File: config.mk
export PLATFORM = sky130hd
export DESIGN_NAME = hdmi_rd_timing_gen
export DESIGN_NICKNAME = d
export VERILOG_FILES = /design/src/rtl/hdmi_rd_timing_gen.sv
export SDC_FILE = /design/constraint.sdc
export NUM_CORES = 1
export LEC_CHECK = 0
export CORE_ASPECT_RATIO = 2
export CORE_MARGIN = 4
export CORE_UTILIZATION = 35
export CTS_BUF_LIST = sky130_fd_sc_hd__clkbuf_4 sky130_fd_sc_hd__clkbuf_8 sky130_fd_sc_hd__clkbuf_16
export DETAILED_ROUTE_END_ITERATION = 10
export PLACE_DENSITY = 0.72
export SYNTH_ARGS = -nofsm -noshare
export SYNTH_HDL_FRONTEND = slang
export SYNTH_SLANG_ARGS = --single-unit
File: constraint.sdc
create_clock -name rd_clk -period 2.7 [get_ports rd_clk]
set_input_delay 0.54 -clock rd_clk [delete_from_list [all_inputs] [get_ports rd_clk]]
set_output_delay 0.54 -clock rd_clk [all_outputs]
set_load 0.01 [all_outputs]
File: src/rtl/hdmi_rd_timing_gen.sv
// hdmi_rd_timing_gen: pixel-clock raster timing generator at the read end of
// the prefetch FIFO. Pops pixels during active video, emits hs/vs/de with the
// pixel data aligned to de (one-cycle registered latency), and flags FIFO
// underflow with a sticky bit.
//
// Optional feature macro: HDMI_RD_UNDERFLOW_CNT_EN adds a 16-bit saturating
// count of underflowed pixels on output underflow_cnt.
//
// state  | meaning
// IDLE   | stopped, counters held at 0,0; waits for en & rd_vld
// RUN    | generating frames back to back while en is high
// LAST   | en dropped; finishing the current frame, then back to IDLE
module hdmi_rd_timing_gen #(
  parameter int                    DATA_WIDTH = 24,
  parameter int                    H_ACTIVE   = 1920,
  parameter int                    H_FP       = 88,
  parameter int                    H_SYNC     = 44,
  parameter int                    H_BP       = 148,
  parameter int                    V_ACTIVE   = 1080,
  parameter int                    V_FP       = 4,
  parameter int                    V_SYNC     = 5,
  parameter int                    V_BP       = 36,
  parameter logic                  HS_POL     = 1'b1,
  parameter logic                  VS_POL     = 1'b1,
  parameter logic [DATA_WIDTH-1:0] FILL_COLOR = DATA_WIDTH'(24'h000000),
  parameter int                    CNT_W      = 12
) (
  input  logic                  rd_clk,
  input  logic                  rd_rst,
  input  logic                  en,
  input  logic [DATA_WIDTH-1:0] rd_data,
  input  logic                  rd_vld,
  output logic                  rd_en,
  output logic [DATA_WIDTH-1:0] vid_data,
  output logic                  vid_de,
  output logic                  vid_hs,
  output logic                  vid_vs,
  output logic                  frame_start,
  output logic                  underflow,
  output logic                  busy
`ifdef HDMI_RD_UNDERFLOW_CNT_EN
  ,
  output logic [15:0]           underflow_cnt
`endif
);

  localparam int H_TOTAL = H_ACTIVE + H_FP + H_SYNC + H_BP;
  localparam int V_TOTAL = V_ACTIVE + V_FP + V_SYNC + V_BP;

  // Boundaries as counter-width constants; sync end is inclusive so it never
  // wraps even when the back porch is zero.
  localparam logic [CNT_W-1:0] H_ACT_C = CNT_W'(H_ACTIVE);
  localparam logic [CNT_W-1:0] H_SS_C  = CNT_W'(H_ACTIVE + H_FP);
  localparam logic [CNT_W-1:0] H_SE_C  = CNT_W'(H_ACTIVE + H_FP + H_SYNC - 1);
  localparam logic [CNT_W-1:0] H_END_C = CNT_W'(H_TOTAL - 1);
  localparam logic [CNT_W-1:0] V_ACT_C = CNT_W'(V_ACTIVE);
  localparam logic [CNT_W-1:0] V_SS_C  = CNT_W'(V_ACTIVE + V_FP);
  localparam logic [CNT_W-1:0] V_SE_C  = CNT_W'(V_ACTIVE + V_FP + V_SYNC - 1);
  localparam logic [CNT_W-1:0] V_END_C = CNT_W'(V_TOTAL - 1);

  typedef enum logic [1:0] {
    S_IDLE = 2'd0,
    S_RUN  = 2'd1,
    S_LAST = 2'd2
  } state_t;

  state_t                  state_q, state_d;
  logic [CNT_W-1:0]        h_q, h_d;
  logic [CNT_W-1:0]        v_q, v_d;
  logic                    start;
  logic                    running;
  logic                    eol, eof;
  logic                    due;
  logic                    h_sync, v_sync;

  logic                    de_q, de_d;
  logic [DATA_WIDTH-1:0]   data_q, data_d;
  logic                    hs_q, hs_d;
  logic                    vs_q, vs_d;
  logic                    fs_q, fs_d;
  logic                    uf_q, uf_d;

  assign running = (state_q != S_IDLE);
  assign eol     = (h_q == H_END_C);
  assign eof     = eol && (v_q == V_END_C);
  // Pop decision uses registered state only; rd_vld never feeds rd_en.
  assign due     = running && (h_q < H_ACT_C) && (v_q < V_ACT_C);
  assign h_sync  = (h_q >= H_SS_C) && (h_q <= H_SE_C);
  assign v_sync  = (v_q >= V_SS_C) && (v_q <= V_SE_C);

  // Next-state and raster counter advance.
  always_comb begin
    state_d = state_q;
    h_d     = h_q;
    v_d     = v_q;
    start   = 1'b0;
    case (state_q)
      S_IDLE: begin
        h_d = '0;
        v_d = '0;
        if (en && rd_vld) begin
          state_d = S_RUN;
          start   = 1'b1;
        end
      end
      S_RUN: begin
        if (!en) state_d = eof ? S_IDLE : S_LAST;
      end
      S_LAST: begin
        if (en)       state_d = S_RUN;
        else if (eof) state_d = S_IDLE;
      end
      default: state_d = S_IDLE;
    endcase
    if (running) begin
      if (eol) begin
        h_d = '0;
        v_d = eof ? '0 : v_q + 1'b1;
      end else begin
        h_d = h_q + 1'b1;
      end
    end
  end

  // Registered video outputs for the current counter position.
  always_comb begin
    de_d   = due;
    data_d = '0;
    if (due) data_d = rd_vld ? rd_data : FILL_COLOR;
    hs_d   = (running && h_sync) ? HS_POL : ~HS_POL;
    vs_d   = (running && v_sync) ? VS_POL : ~VS_POL;
    fs_d   = running && (h_q == '0) && (v_q == '0);
    uf_d   = uf_q;
    if (start)             uf_d = 1'b0;
    else if (due && !rd_vld) uf_d = 1'b1;
  end

  // State, counters and output registers.
  always_ff @(posedge rd_clk or posedge rd_rst) begin
    if (rd_rst) begin
      state_q <= S_IDLE;
      h_q     <= '0;
      v_q     <= '0;
      de_q    <= 1'b0;
      data_q  <= '0;
      hs_q    <= ~HS_POL;
      vs_q    <= ~VS_POL;
      fs_q    <= 1'b0;
      uf_q    <= 1'b0;
    end else begin
      state_q <= state_d;
      h_q     <= h_d;
      v_q     <= v_d;
      de_q    <= de_d;
      data_q  <= data_d;
      hs_q    <= hs_d;
      vs_q    <= vs_d;
      fs_q    <= fs_d;
      uf_q    <= uf_d;
    end
  end

  assign rd_en       = due;
  assign busy        = running;
  assign vid_de      = de_q;
  assign vid_data    = data_q;
  assign vid_hs      = hs_q;
  assign vid_vs      = vs_q;
  assign frame_start = fs_q;
  assign underflow   = uf_q;

`ifdef HDMI_RD_UNDERFLOW_CNT_EN
  logic [15:0] ucnt_q, ucnt_d;

  // Saturating count of underflowed pixels, restarted with each run.
  always_comb begin
    ucnt_d = ucnt_q;
    if (start)                                      ucnt_d = '0;
    else if (due && !rd_vld && (ucnt_q != 16'hFFFF)) ucnt_d = ucnt_q + 16'd1;
  end

  // Underflow counter register.
  always_ff @(posedge rd_clk or posedge rd_rst) begin
    if (rd_rst) ucnt_q <= '0;
    else        ucnt_q <= ucnt_d;
  end

  assign underflow_cnt = ucnt_q;
`endif

endmodule

; Word level (Yosys, flattened, before mapping)
; Cells that the tools add are included.
[op_classes]
addsub = 2
multipliers = 0
n_div = 0
order_cmp = 6
n_eq_ne = 7
n_shift = 0
muxes = 21
bitwise_logic = 0
reduce_logical = 19
[ops]
columns = operator, count
row1 = $mux 12, 7
row2 = $mux 24, 2
row3 = $add 12x1->12 const B, 2
row4 = $ge 12x11->1 const B, 2
row5 = $logic_not 12->1, 2
row6 = $lt 12x11->1 const B, 2
row7 = $eq 12x11->1 const B, 1
row8 = $eq 12x12->1 const B, 1
row9 = $le 12x11->1 const B, 1
row10 = $le 12x12->1 const B, 1
row11 = $logic_and 1x1->1, 11
row12 = $mux 2, 5
row13 = $mux 1, 6
row14 = $pmux 2 s3, 1
row15 = $reduce_bool 2->1, 3
row16 = $ne 2x2->1 const B, 2
row17 = $ne 3x3->1 const B, 1
row18 = $reduce_and 3->1, 1
row19 = $eq 2x1->1 const B, 1
row20 = $eq 2x2->1 const B, 1
row21 = $logic_not 2->1, 1
row22 = $logic_not 1->1, 1
[totals]
register_bits = 55
latchBits = 0
mem_bits_rw = 0
romBits = 0
input_bits = 28
wordCells = 64
memories = 0

; Logic depth before layout (Yosys ltp)
; Gate-level depths: netlist of the first run.
[depth]
ltp_word = 6
depth_mapped = 6
ltp_nobuf = 5

; Worst setup path after synthesis of the first run
; No wires, ideal clock.
[synth_path]
path_type = reg-to-reg
startpoint = register h_q[9]
endpoint = register v_q[0]
arrival_time_ns = 2.043
required_time_ns = 2.579
path_slack_ns = 0.536
path_stages_with_launch = 6
cell_sequence = dfrtp_1 > or4_4 > or4_4 > o31ai_1 > buf_2 > nor2_1
[synth_between]
elab_chain_len = 5
[synth_lines]
columns = item, line
row1 = from (decl), 68  ; logic [CNT_W-1:0] h_q, h_d;
row2 = from (signal assigned), 142  ; h_q <= '0;
row3 = from (signal assigned), 152  ; h_q <= h_d;
row4 = $eq 12x12->1 (*), 84  ; assign eol = (h_q == H_END_C);
row5 = $logic_and 1x1->1, 85  ; assign eof = eol && (v_q == V_END_C);
row6 = $mux 12, 118  ; v_d = eof ? '0 : v_q + 1'b1;
row7 = $mux 12 (*), 116  ; if (eol) begin
row8 = $mux 12 (*), 115  ; if (running) begin
row9 = via v_d[0], 69  ; logic [CNT_W-1:0] v_q, v_d;
row10 = to (signal assigned), 153  ; v_q <= v_d;
row11 = to (decl), 69
; The timed path passes the listed nets; every way through them passes the cells marked *.
; A chain may end at the register's enable or synchronous reset.

; Worst setup path after layout of the first run
[layout_path]
startpoint = register v_q[8]
endpoint = output port rd_en
[layout_between]
elab_chain_len = 2
[layout_lines]
columns = item, line
row1 = $lt 12x11->1, 87  ; assign due = running && (h_q < H_ACT_C) && (v_q < V_ACT_C);
row2 = $logic_and 1x1->1, 87
row3 = to (decl), 33  ; output logic rd_en,
; No other way between the ends.

==> results of run 1 <==
==> worst register-to-register path, stage by stage (launching register included) <==
cell and delay (ps):
dfrtp_1 430, or4_4 560, or4_4 620, o31ai_1 340, buf_4 240, a21oi_1 60
==> cell type report <==
cell class                 instances  area [um^2]  area share
timing repair buffer              66        639.4      0.1949
inverter                           9        33.78     0.01030
multi-input combinational        157        960.9      0.2929
tap                               88        110.1     0.03356
sequential                        55         1376      0.4195
clock buffer                       8        160.2     0.04882
==> placed cells by master, fill, tap and decap left out, types with 4 or more instances in the layout <==
| cell | n |
|---|---|
| a21oi_1 | 12 |
| clkdlybuf4s50_1 | 57 |
| nand4_1 | 6 |
| nor4_1 | 4 |
| and3_1 | 4 |
| xnor2_1 | 10 |
| nand3_1 | 10 |
| nor2_1 | 20 |
| o21ai_0 | 9 |
| ha_1 | 4 |
| buf_4 | 8 |
| or3_1 | 9 |
| dfrtp_1 | 55 |
| inv_1 | 8 |
| nand2_1 | 15 |
| and2_1 | 25 |
| clkbuf_16 | 5 |
| nor3_1 | 6 |
==> report_power, final <==
| group | switching (W) | internal [W] | total, W |
|---|---|---|---|
| clock network | 0.000269 | 0.000405 | 0.000674 |
| registers | 0.0000361 | 0.000881 | 0.000917 |
| logic | 0.000152 | 0.000178 | 0.000330 |
==> Yosys cell counts (2+ instances only) <==
| master | number | area (um^2) |
|---|---|---|
| nor4_1 | 4 | 25.02 |
| or3_1 | 9 | 56.30 |
| nand4_1 | 6 | 37.54 |
| nand3_1 | 10 | 50.05 |
| nor3b_1 | 2 | 15.01 |
| nor3_1 | 7 | 35.03 |
| o21ai_0 | 9 | 45.04 |
| a21oi_1 | 12 | 60.06 |
| or4_1 | 2 | 15.01 |
| and3_1 | 4 | 25.02 |
| xor2_1 | 3 | 26.28 |
| ha_1 | 4 | 50.05 |
| or4_4 | 2 | 22.52 |
| nand2_1 | 15 | 56.30 |
| nor2_1 | 20 | 75.07 |
| xnor2_1 | 10 | 87.58 |
| and2_1 | 25 | 156.4 |
| clkbuf_1 | 4 | 15.01 |
| inv_1 | 9 | 33.78 |
| dfrtp_1 | 55 | 1376 |
==> logic make-up after synthesis <==
| logic type | after synthesis |
|---|---|
| compound gates | 26 |
| buf+inv | 16 |
| simple gates | 114 |
| fa+ha+maj | 4 |
| flops | 55 |
| xor+xnor | 13 |
==> registers in the layout, summed over array words and instances (netlist names) <==
register and cells:
underflow 1, vid_vs 1, h_q 12, v_q 12, state_q 2, frame_start 1
vid_data 24, vid_de 1, vid_hs 1
==> stage by stage <==
stage | cells | hold slack [ps] | instance area (um^2)
final | 383 | 522.8 | 3281
after detailed placement | 375 | 512.3 | 3110
after global routing | 383 | 559.6 | 3281
after floorplan | 228 | 475.6 | 2396
after global placement | 375 | 498.2 | 3110
after CTS | 383 | 522.6 | 3281
==> how the worst max path moves through the flow <==
stage / cells past startpoint / from / slack, ps / end
6_report: 4 / v_q[8]$_DFF_PP0_ / 190 / rd_en
5_1_grt: 4 / v_q[7]$_DFF_PP0_ / 90 / rd_en
4_1_cts: 4 / v_q[8]$_DFF_PP0_ / 180 / rd_en
3_5_place_dp: 4 / v_q[8]$_DFF_PP0_ / 80 / rd_en
3_3_place_gp: 4 / v_q[7]$_DFF_PP0_ / 120 / rd_en
2_1_floorplan: 5 / h_q[9]$_DFF_PP0_ / 540 / v_q[0]$_DFF_PP0_
==> per-layer routing <==
metal,vias up,global-route usage
met5,-,0
met4,0,0.1018
met3,22,0.03591
met2,55,0.2812
met1,934,0.1385
li1,912,-
==> what timing repair did <==
item                       4_1_cts  5_1_grt
setup endpoints to repair        1        0
hold buffers                     0        0
gates resized for setup          3        0
==> results.ini, run 1 <==
[run_status]
outcome=finished clean

[synthesis]
synthCells=228
synth_ff_type=dfrtp_1
synth_seq_cells=55
yosys_warnings=0
yosysUniqueCellTypes=36
synth_edf_count=0
synth_top_family_by_area=simple AND/OR/NAND/NOR gates
synthSimpleGateAreaFrac=0.2674
synth_xor_area_frac=0.04752
postSynthAreaPerCell_um2=10.51
synth_fp_nets=260
synth_compound_area_frac=0.06057
netlist_area_um2=2396
ys_seq_area_frac=0.5744
async_flop_share=1.000
synthAdderAreaFrac=0.02089
muxShareOfSynthArea=0

[worst_setup_path]
start_kind=register
path_buf_inv=1
cp_cell_sequence=or4_1 > o21a_1 > nor3_4 > dlygate4sd2_1
slowest_delay_ps=490
rr_worst_depth=5
rr_startpoint=h_q[8]$_DFF_PP0_
reg2reg_slack_ps=320
cp.required_ps=2160
worstPathMaxFanout=6
criticalPathCategory=register to output port
cpLargestDelayFamily=simple AND/OR/NAND/NOR gates
slowest_stage=or4_1
end_kind=output port
crit_arrival_ps=1970
r2r_end=v_q[5]$_DFF_PP0_

[grt]
grt_pass1_wl_mm=9.508
track_usage=0.1526
antenna_found_initial=0
grt_pass1_vias=2073
overflow=0
grt_max_degree=25

[floorplanning]
die_w_um=66.51
rows=42
start_util=0.3619
dieHeight_um=125.0
coreArea_um2=6621
io_pins=59
dieArea_um2=8314

[routing]
vias_per_cell=5.021
num_vias=1923
wl_per_cell_um=14.77
totalWireLength_mm=5.656
drc=0
dr.pass1.iters=4
drt_iter0_drc=76
wl_met1_mm=1.862
detail-route-antenna-nets=0
wl_met2_mm=3.275
wl_met3_um=232
routed.top_layer=met4

[pwr]
p_total_w=0.001921
cellLeakagePower_nw=1.395
power_density_nw_per_um2=585.6
peakVddDrop_mv=0.6318

[place]
port_buffers=58
place_hpwl_mm=4.451
place.gp.congestion=0.8252
place_ws_ps=81.43

[finish]
drive_above_1_share=0.07458
num-nets-final=326
final.fill_count=645
fin_util=0.4955
n_antenna_cell=0
area_growth_pct=36.92

[clock_network]
path_clk_slew_ps=60
clock_sinks=55
cts_root_buf=clkbuf_16
post-cts-setup-buffers=0
clockBufferDepth=2
htree_levels=2
cts_tree=done
cts_buffers=5
clk_latency_ps=290

[job]
cap_violations=0

[min_path]
hold_start=h_q[0]$_DFF_PP0_
hold-path-endpoint=h_q[0]$_DFF_PP0_
hold_class=register to register
min_path_cells=1

[sta]
layout_min_cycle_time_ps=2513
relSlewSlack=0.6091
drv_slew=0
skew_ps=1.901
rsz0062_at_grt=no
setup_violations=0
fmax_mhz=398.0
tightest_slew_ps=581.1
setup_ws_ps=187.5
post-route-period-util=0.9306
hold_viol_final=0
tns_ps=0

(Power assumes the default switching activity.)
==> run 2, diff against run 1 <==
- CAP_MARGIN: default -> 40
- CORE_UTILIZATION: 35 -> 49
- PLACE_DENSITY: 0.72 -> 0.91
==> results.ini, run 2 (synthesis results as in run 1) <==
[run_status]
outcome=finished clean  ; unchanged

[grt]
grt_pass1_wl_mm=8.859  ; was 9.508 mm
antenna_found_initial=0  ; unchanged
grt_pass1_vias=1976  ; was 2073
track_usage=0.1877  ; was 0.1526
grt_max_degree=33  ; was 25
overflow=0  ; unchanged

[clock_network]
clk_latency_ps=300  ; was 290 ps
htree_levels=2  ; unchanged
path_clk_slew_ps=100  ; was 60 ps
cts_tree=done  ; unchanged
cts_root_buf=clkbuf_8  ; was clkbuf_16
cts_buffers=5  ; unchanged
holdBufCountCts=0  ; unchanged
clockBufferDepth=2  ; unchanged
clock_sinks=55  ; unchanged

[sta]
post-route-period-util=0.9522  ; was 0.9306
setup_violations=0  ; unchanged
fmax_mhz=389.0  ; was 398.0 MHz
relSlewSlack=0.4767  ; was 0.6091
skew_ps=7.737  ; was 1.901 ps
drv_slew=0  ; unchanged
tightest_slew_ps=777.7  ; was 581.1 ps
rsz0062_at_grt=no  ; unchanged
hold_viol_final=0  ; unchanged
tns_ps=0  ; unchanged
layout_min_cycle_time_ps=2571  ; was 2513 ps

[routing]
detail-route-antenna-nets=0  ; unchanged
num_vias=1902  ; was 1923
wl_per_cell_um=15.25  ; was 14.77 um
drt_iter0_drc=51  ; was 76
dr.pass1.iters=6  ; was 4
totalWireLength_mm=5.291  ; was 5.656 mm
drc=0  ; unchanged
vias_per_cell=5.481  ; was 5.021

[place]
port_buffers=58  ; unchanged
placed_cells_incl_taps=339  ; was 375
place.gp.congestion=0.8391  ; was 0.8252
place_hpwl_mm=4.005  ; was 4.451 mm

[floorplanning]
io_pins=59  ; unchanged
start_util=0.5113  ; was 0.3619
dieArea_um2=6140  ; was 8314 um^2
rows=35  ; was 42
dieHeight_um=106.9  ; was 125.0 um
die_w_um=57.45  ; was 66.51 um
coreArea_um2=4686  ; was 6621 um^2

[worst_setup_path]
worstPathMaxFanout=6  ; unchanged
cp_cell_sequence=or4_1 > o21a_1 > nor3_2 > dlygate4sd2_1  ; was or4_1 > o21a_1 > nor3_4 > dlygate4sd2_1
reg2reg_slack_ps=350  ; was 320 ps
cp.required_ps=2160  ; about the same
slowest_stage=or4_1  ; unchanged
start_kind=register  ; unchanged
crit_arrival_ps=2030  ; was 1970 ps
criticalPathCategory=register to output port  ; unchanged
end_kind=output port  ; unchanged
slowest_delay_ps=490  ; about the same

[finish]
layout_common_cells=clkdlybuf4s50_1, dfrtp_1, and2_1, nor2_1, nand2_1  ; unchanged
n_antenna_cell=0  ; unchanged
num-nets-final=323  ; was 326
drive_above_1_share=0.06507  ; was 0.07458
layout_commonest_cell=clkdlybuf4s50_1  ; unchanged
final_cell_count_no_fill=347  ; was 383
largest_reg_flops=24  ; unchanged
area_growth_pct=32.74  ; was 36.92%

[job]
cap_violations=0  ; unchanged

[pwr]
cellLeakagePower_nw=1.366  ; was 1.395 nW
power_density_nw_per_um2=563.0  ; was 585.6 nW/um^2
peakVddDrop_mv=0.5107  ; was 0.6318 mV

[min_path]
hold_class=register to register  ; unchanged

==> run 2: cell count changes in the layout (fill, tap and decap cells not counted), sizes merged <==
cell,previous run,this run
clkbuf,8,6
bufinv,0,1
clkinv,0,1
buf,8,5
==> run 2: cell type report <==
class                           instances  area (um^2)
Fill cell                             347         1505
Clock buffer                            6        82.58
Timing Repair Buffer                   63        629.4
Inverter                                9        33.78
Clock inverter                          2        35.03
Multi-Input combinational cell        157        954.7
Sequential cell                        55         1376
Tap cell                               55        68.82
==> run 2: power by group <==
part           total [W]  leakage [nW]  switching (W)  internal [W]
Combinational   0.000320         0.558       0.000147      0.000173
Clock           0.000556        0.0612       0.000256      0.000300
Sequential      0.000914         0.746      0.0000346      0.000880
==> run 2: repair_timing <==
item | 4_1_cts | 5_1_grt
gates resized for setup | 2 | 0
endpoints found under the setup margin | 1 | 0
setup buffers | 0 | 0
==> run 2: per-stage QoR <==
stage | util | hold slack (ps) | instance area, um^2 | power [W] | setup WS, ps
6_report | 0.6788 | 518.7 | 3181 | 0.001791 | 129.1
5_1_grt | 0.6788 | 558.5 | 3181 | 0.001884 | 25.41
4_1_cts | 0.6788 | 524.8 | 3181 | 0.001810 | 143.8
3_5_place_dp | 0.6529 | 504.4 | 3059 | 0.001255 | 101.5
3_3_place_gp | 0.6529 | 498.2 | 3059 | 0.001243 | 163.9
2_1_floorplan | - | 475.6 | 2396 | 0.001074 | 536.0
==> run 2: final timing paths <==
kind                                  startpoint                    end  cells past startpoint
worst max-delay path            v_q[8]$_DFF_PP0_                  rd_en                      4
max in group asynchronous                 rd_rst  frame_start$_DFF_PP0_                      3
min in group asynchronous                 rd_rst  vid_data[1]$_DFF_PP0_                      2
worst min-delay path            h_q[0]$_DFF_PP0_       h_q[0]$_DFF_PP0_                      1
worst min register to register  h_q[0]$_DFF_PP0_       h_q[0]$_DFF_PP0_                      1
worst max register to register  h_q[8]$_DFF_PP0_       v_q[7]$_DFF_PP0_                      5
==> run 2: worst max-delay path: cells and delay by family (launching register included) <==
family	cells	cell delay, ps
flip-flops	1	430
buffers and inverters	1	300
AND/OR/NAND/NOR	2	760
AO/OA/AOI/OAI	1	240
==> run 2: metal layers <==
metal / GRT usage / vias up / wire (um)
met3: 0.05663 / 17 / 425
met1: 0.1817 / 895 / 1757
met4: 0.09287 / 0 / 195
met5: 0 / - / 0
li1: - / 909 / -
met2: 0.3439 / 81 / 2913
